$ cat src/rtl/axi_arbitrate_rd.sv
// Round-robin AXI4 read arbiter: four frame-buffer channels share one AXI read port,
// one fixed-length INCR burst per grant, R beats steered to the granted channel.
module axi_arbitrate_rd #(
  parameter int unsigned CTRL_ADDR_WIDTH = 28,
  parameter int unsigned DQ_WIDTH        = 32,
  parameter int unsigned BURST_LEN       = 16
) (
  input  logic                           clk,
  input  logic                           rst,
  input  logic [3:0]                     ch_req,
  input  logic [4*CTRL_ADDR_WIDTH-1:0]   ch_addr,
  input  logic [3:0]                     ch_ready,
  output logic [3:0]                     ch_grant,
  output logic [3:0]                     ch_rvalid,
  output logic [DQ_WIDTH*8-1:0]          ch_rdata,
  output logic [3:0]                     ch_done,
  output logic                           err,
  output logic [CTRL_ADDR_WIDTH-1:0]     axi_araddr,
  output logic [3:0]                     axi_arid,
  output logic [3:0]                     axi_arlen,
  output logic [2:0]                     axi_arsize,
  output logic [1:0]                     axi_arburst,
  output logic                           axi_arvalid,
  input  logic                           axi_arready,
  input  logic [DQ_WIDTH*8-1:0]          axi_rdata,
  input  logic [3:0]                     axi_rid,
  input  logic                           axi_rlast,
  input  logic                           axi_rvalid,
  output logic                           axi_rready
);

  localparam int unsigned DW = DQ_WIDTH * 8;
  localparam int unsigned CW = $clog2(BURST_LEN + 1);
  localparam logic [CW:0] BL_CNT = (CW+1)'(BURST_LEN);

  typedef enum logic [1:0] {S_IDLE, S_ADDR, S_DATA, S_DONE} state_t;

  state_t                      state, state_nxt;
  logic [1:0]                  ptr, ptr_nxt;
  logic [1:0]                  sel, sel_nxt;
  logic [CW-1:0]               cnt, cnt_nxt;
  logic [CW:0]                 cnt_inc;
  logic [3:0]                  grant_nxt, rvalid_nxt, done_nxt;
  logic [DW-1:0]               rdata_nxt;
  logic                        err_nxt, arvalid_nxt;
  logic [CTRL_ADDR_WIDTH-1:0]  araddr_nxt;
  logic [3:0]                  arid_nxt;
  logic                        pick_vld;
  logic [1:0]                  pick;
  logic                        beat;

  assign axi_arlen   = 4'(BURST_LEN - 1);
  assign axi_arsize  = 3'($clog2(DQ_WIDTH));
  assign axi_arburst = 2'b01;

  assign axi_rready = (state == S_DATA) && ch_ready[sel];
  assign beat       = axi_rvalid && axi_rready;
  assign cnt_inc    = {1'b0, cnt} + (CW+1)'(1);

  // First requester at or after ptr; descending scan so the nearest one wins.
  always_comb begin
    pick_vld = 1'b0;
    pick     = ptr;
    for (int i = 3; i >= 0; i--) begin
      if (ch_req[2'(ptr + 2'(i))]) begin
        pick_vld = 1'b1;
        pick     = 2'(ptr + 2'(i));
      end
    end
  end

  always_comb begin
    state_nxt   = state;
    ptr_nxt     = ptr;
    sel_nxt     = sel;
    cnt_nxt     = cnt;
    grant_nxt   = ch_grant;
    rvalid_nxt  = '0;
    done_nxt    = '0;
    rdata_nxt   = ch_rdata;
    err_nxt     = err;
    arvalid_nxt = axi_arvalid;
    araddr_nxt  = axi_araddr;
    arid_nxt    = axi_arid;
    unique case (state)
      S_IDLE: begin
        if (pick_vld) begin
          sel_nxt     = pick;
          grant_nxt   = 4'b0001 << pick;
          araddr_nxt  = ch_addr[32'(pick)*CTRL_ADDR_WIDTH +: CTRL_ADDR_WIDTH];
          arid_nxt    = {2'b00, pick};
          arvalid_nxt = 1'b1;
          state_nxt   = S_ADDR;
        end
      end
      S_ADDR: begin
        if (axi_arready) begin
          arvalid_nxt = 1'b0;
          cnt_nxt     = '0;
          state_nxt   = S_DATA;
        end
      end
      S_DATA: begin
        if (beat) begin
          rdata_nxt       = axi_rdata;
          rvalid_nxt[sel] = 1'b1;
          if (cnt_inc <= BL_CNT) cnt_nxt = cnt_inc[CW-1:0];
          if (axi_rid != axi_arid) err_nxt = 1'b1;
          // Early or late rlast flags an error but the burst still closes on rlast.
          if (axi_rlast) begin
            if (cnt_inc != BL_CNT) err_nxt = 1'b1;
            done_nxt[sel] = 1'b1;
            state_nxt     = S_DONE;
          end else if (cnt_inc >= BL_CNT) begin
            err_nxt = 1'b1;
          end
        end
      end
      S_DONE: begin
        grant_nxt = '0;
        ptr_nxt   = sel + 2'd1;
        state_nxt = S_IDLE;
      end
      default: state_nxt = S_IDLE;
    endcase
  end

  always_ff @(posedge clk) begin
    if (!rst) begin
      state       <= S_IDLE;
      ptr         <= '0;
      sel         <= '0;
      cnt         <= '0;
      ch_grant    <= '0;
      ch_rvalid   <= '0;
      ch_rdata    <= '0;
      ch_done     <= '0;
      err         <= 1'b0;
      axi_arvalid <= 1'b0;
      axi_araddr  <= '0;
      axi_arid    <= '0;
    end else begin
      state       <= state_nxt;
      ptr         <= ptr_nxt;
      sel         <= sel_nxt;
      cnt         <= cnt_nxt;
      ch_grant    <= grant_nxt;
      ch_rvalid   <= rvalid_nxt;
      ch_rdata    <= rdata_nxt;
      ch_done     <= done_nxt;
      err         <= err_nxt;
      axi_arvalid <= arvalid_nxt;
      axi_araddr  <= araddr_nxt;
      axi_arid    <= arid_nxt;
    end
  end

endmodule
$ cat config.mk
export PLATFORM = sky130hd
export DESIGN_NAME = axi_arbitrate_rd
export DESIGN_NICKNAME = d
export VERILOG_FILES = /design/src/rtl/axi_arbitrate_rd.sv
export SDC_FILE = /design/constraint.sdc
export NUM_CORES = 1
export LEC_CHECK = 0
export ABC_AREA = 0
export BUFFER_PORTS_ARGS = -buffer_cell sky130_fd_sc_hd__buf_2
export CAP_MARGIN = 5
export CORE_AREA = 10 10 263 265
export DETAILED_ROUTE_END_ITERATION = 8
export DIE_AREA = 0 0 273 275
export SLEW_MARGIN = 20
export SYNTH_ARGS = -nofsm -noshare
export SYNTH_HDL_FRONTEND = slang
export SYNTH_SLANG_ARGS = --single-unit
$ cat constraint.sdc
create_clock -name clk -period 1.69 [get_ports clk]
set_clock_uncertainty 0.05 [all_clocks]
set_input_delay 0.338 -clock clk [delete_from_list [all_inputs] [get_ports clk]]
set_output_delay 0.338 -clock clk [all_outputs]
set_load 0.01 [all_outputs]
* Yosys cells after proc, flatten, opt, wreduce, memory -nomap -nowiden
Index checks and enable logic that the tools add are counted.
** Cells by class
- $add $sub $neg :: 5
- $mul :: 1
- $lt $le $gt $ge :: 8
- Eq/ne operators :: 10
- Shifts and indexed selects :: 2
- Muxes and demuxes :: 38
- Reductions and logical operators :: 15
** Operators by type and width (count)
- variable part select 112 x 8 -> 28 bit :: 1
- 2-to-1 mux 1 bit :: 16
- 2-to-1 mux 2 bit :: 8
- < comparator 2 x 3 -> 1 bit, second input constant :: 5
- 2-to-1 mux 5 bit :: 3
- AND reduction 4 bit :: 3
- binary-select mux 1 bit (select 2 bit) :: 5
- one-hot mux 5 bit (2 select lines) :: 1
- inequality test 2 bit, second input constant :: 4
- one-hot mux 2 bit (4 select lines) :: 1
- one-hot mux 4 bit (2 select lines) :: 1
- adder 5 x 1 -> 6 bit, second input constant :: 1
- >= comparator 6 x 5 -> 1 bit, second input constant :: 1
- less-or-equal comparator 6 x 5 -> 1 bit, second input constant :: 1
- inequality test 6 x 5 -> 1 bit, second input constant :: 1
- AND reduction 2 bit :: 3
- AND reduction 3 bit :: 2
- nonzero test 2 bit :: 3
- multiplier 2 x 3 -> 5 bit, second input constant :: 1
- adder 2 x 1 -> 2 bit, second input constant :: 2
- adder 2 bit, second input constant :: 2
- equality test 2 bit, second input constant :: 2
- 2-to-1 mux 4 bit :: 1
- inequality test 4 x 2 -> 1 bit :: 1
- other kinds (8) :: 10
** Storage, ports and cells
- Register bits :: 309
- Bits of input ports :: 385
- Output and inout port bits :: 312
- Logic and storage cells :: 90

* Depth between registers and ports, before layout
- Depth after elaboration :: 10
- Mapped depth :: 9
- Depth with buffers taken out :: 6

* Worst setup path before layout
OpenSTA, ideal clock, no wires.
- Path type :: register to register
- Start point :: register axi_arid[0] (netlist name)
- End point :: register ch_rdata[126]
- Arrival time :: 1.651 ns
- Required time :: 1.508 ns
- Slack :: -0.144 ns
- Stages on the path, launching flop included :: 10
- Buffers on the path :: 4
- Path through :: dfxtp_1 -> buf_4 -> mux2i_1 -> o22ai_2 -> and2_1 -> buf_2 -> buf_4 -> buf_4 -> nand2_1 -> a21oi_1
** RTL lines
- to (signal assigned) :: RTL line 149 : ch_rdata <= rdata_nxt;
- to (decl) :: RTL line 15 : output logic [DQ_WIDTH*8-1:0] ch_rdata,

==> qor.yml <==
antenna_found_initial: 6
path_cells: "mux2i_4 > buf_6 > nand2_2 > and3_4 > buf_6"
first_iter_violations: 1000
cts.clk_slew.worst_paths_ns: 0.06
reg2reg_from: "axi_arid[0]"
max-clock-path-buffers: 3
crit_top_cell: "buf_6"
rows: 93
area_growth_syn_to_layout_pct: 100.7
ys.flop_type: "dfxtp_1"
crit_type: "reg -> out"
fin_ws_ns: -0.3845
wl_um: 69510
syn_area_sq_um: 12460
top_usage_layer: "met2"
antenna_left: 0
ys_seq_elements: 309
netlist_instances: 1548
outcome: "finished, violations left"
io_pins: 697
synth_xor_area_share_pct: 0.2109
worst-path-max-fanout: 3
synthSimpleGateAreaFrac_pct: 21.64
portBuffers: 685
holdCritPathClass: "in -> reg"
max_cap_viol_count: 0
synth_largest_area_cell: "dfxtp_1"
cp-start-kind: "flop"
yosysTopAreaCellShare_pct: 49.65
grt_pass1_wl_um: 101900
critPathCaptureType: "primary output"
grt.overflow.total: 0
synthAdderAreaFrac_pct: 1.004
hold_ws_ns: 0.04228
grt_pass1_vias: 16820
violations: "negative setup slack"
synth_top_family_by_area: "simple AND/OR/NAND/NOR gates"
avgSynthCellArea_sq_um: 8.049
drive_gt1_share_pct: 48.63
stdcell_count: 3524
worst_ep_arrival_time_ns: 1.69
drt-pass1-iter-count: 5
globalRouteMet2Util_pct: 30.70
slew_viol_final: 0
dp_slack_ns: -0.2745
coreArea_sq_um: 63880
p_seq_share_pct: 35.8
cp_slowest_stage_delay_ns: 0.38
leakagePower_nw: 10.94
multiInputGateArea_sq_um: 6835
post_drt_wl_per_cell_um: 19.72
numPlacedInstances: 3104
cts_root_buf: "clkbuf_16"
hpwl_um: 42250
clkPwrFrac_pct: 32.8
chipHeight_um: 275
reg2reg_slack_ns: -0.30
synth_compound_area_share_pct: 20.62
crit_slowest_cell: "dfxtp_4"
yosysSeqAreaShare_pct: 49.65
grt_max_degree: 45
gp_congestion: 0.8631
ys_warn_count: 0
p_switching_mw: 7.454
cts_max_level: 2
layout.nets: 3034
die_x_um: 273
grt.total_usage_pct: 17.25
powerDensity_nw_per_um2: 951.0
internal_power_mw: 16.32
synth-edff-count: 0
vias: 15970
regArea_sq_um: 6200
hold_end: "ch_rdata[187]"
fillers: 5992
postSynth.asyncResetShare_pct: 0
use_met1_pct: 18.15
worstReg2RegEnd: "ch_rdata[138]"
yosysMostFrequentCell: "nand2_1"
synth_area_leaders: "dfxtp_1 (50%), nand2_1 (16%), a21oi_1 (12%)"
finalCritPeriodShare_pct: 122.8
grt_setup_unrepaired: "true"
grt_use_met3_pct: 5.132
cts_made_buffers: 36
period_needed_ns: 2.075
cts_sinks: 309
synth_commonest_cells: "nand2_1 (530), dfxtp_1 (309), a21oi_1 (295)"
finalSetupTns_ns: -49.73
min_from: "axi_rdata[187]"
ys_types: 61
cts_tree: "done"
whs_path_depth: 3
fmax_mhz: 482.0
p_sw_share_pct: 31.35
irDropWorstVdd_uv: 704.9
cp.required_ns: 1.30
routed_via_density: 4.530
drc: 0
synth_mux_area_share_pct: 0.4820
hold_violations: 0
dieArea_sq_um: 75080
combinationalPowerShare_pct: 31.4
worst_skew_pair.late_latency_ns: 0.54
start_util_pct: 19.50
setup_viol: 300
reg2reg_depth: 11
==> worst max-delay path: cells and delay by family (launching register included) <==
kind / cells / cell delay (ns)
DFF: 1 / 0.38
and+or+nand+nor: 2 / 0.24
buffers and inverters: 2 / 0.25
muxes: 1 / 0.28
==> metal layers <==
metal / vias up / part of all wire [%]
li1: 7441 / -
met1: 7536 / 36
met2: 778 / 51
met3: 208 / 8.3
met4: 2 / 5.0
met5: - / 0.019
==> placed cells by master, fill, tap and decap left out, types with 4 or more instances in the layout <==
cell,synthesis,layout
o21ai_1,22,25
a221oi_1,28,17
dfxtp_1,309,304
clkbuf_16,0,39
buf_16,0,42
dlygate4sd3_1,0,250
nand2b_1,9,8
clkbuf_8,0,7
nor3_1,5,5
buf_4,42,87
nand3_1,8,7
o21ai_0,41,38
buf_8,0,21
nand2_4,0,49
clkinv_2,0,4
and4_1,32,32
nand2_2,2,98
diode_2,0,6
and3_1,6,4
o31a_1,29,29
buf_12,0,55
inv_1,5,5
a21oi_2,0,110
buf_6,5,43
conb_1,2,11
nand2_1,530,382
a221oi_2,1,9
mux2i_1,6,4
buf_2,34,684
ha_1,10,9
nor2_1,11,9
clkbuf_1,56,10
a21oi_1,295,182
==> worst max path at each step <==
stage | from | end | slack (ns) | cells past startpoint
3_5_place_dp | ch_req[3] | axi_araddr[0] | -0.27 | 7
4_1_cts | axi_arid[0] | axi_rready | -0.43 | 5
6_report | axi_arid[0] | axi_rready | -0.38 | 5
3_3_place_gp | ch_req[3] | axi_araddr[3] | -0.29 | 7
5_1_grt | axi_arid[0] | axi_rready | -0.45 | 5
2_1_floorplan | cnt[1] | cnt[3] | -0.04 | 6
==> power by group through the flow <==
stage               Clock (mW)  Sequential, mW  Combinational, mW
global route              8.27            8.58               7.99
global placement             0            8.60               5.21
floorplan                    0            8.93               2.21
CTS                       8.02            8.47               7.20
finish                    7.81            8.50               7.47
detailed placement           0            8.61               5.21
==> area by class of cell <==
| type | instances | share of cell area [%] |
|---|---|---|
| Sequential cell | 309 | 24.80 |
| Multi-Input combinational cell | 1102 | 27.34 |
| Inverter | 6 | 0.1201 |
| Antenna cell | 6 | 0.06005 |
| Clock buffer | 55 | 4.339 |
| Clock inverter | 7 | 0.2953 |
| Timing Repair Buffer | 1184 | 38.77 |
| Tap cell | 855 | 4.279 |
==> registers in the layout, summed over array words and instances (netlist names) <==
signal and flops:
cnt 5, axi_araddr 28, ch_grant 4, ch_rdata 256, axi_arid 2, ch_done 4
ptr 2, state 2, err 1, ch_rvalid 4, axi_arvalid 1
==> per-stage QoR <==
step	power, mW	instance area (sq um)	util [%]
4_1_cts	23.70	24550	38.44
6_report	23.78	25000	39.14
3_3_place_gp	13.81	17760	27.80
3_5_place_dp	13.82	17760	27.80
2_1_floorplan	11.13	12580	-
5_1_grt	24.83	25000	39.13
==> kinds of logic (layout without fill, tap and decap cells) <==
logic type,count (synthesis),in the layout
AOI/OAI and AO/OA,442,442
xor gates and xnor gates,3,3
adders and majority gates,10,10
buffers and inverters,146,1252
DFF,309,309
muxes,6,6
other,2,17
and+or+nand+nor,630,630
==> what timing repair did <==
item,4_1_cts,5_1_grt
endpoints found under the hold margin,250,0
setup buffers,52,10
cloned,39,1
pin swaps,192,15
gates resized for setup,415,71
setup endpoints to repair,240,306
hold buffers,250,0
Power figures use the tool's default switching activity.
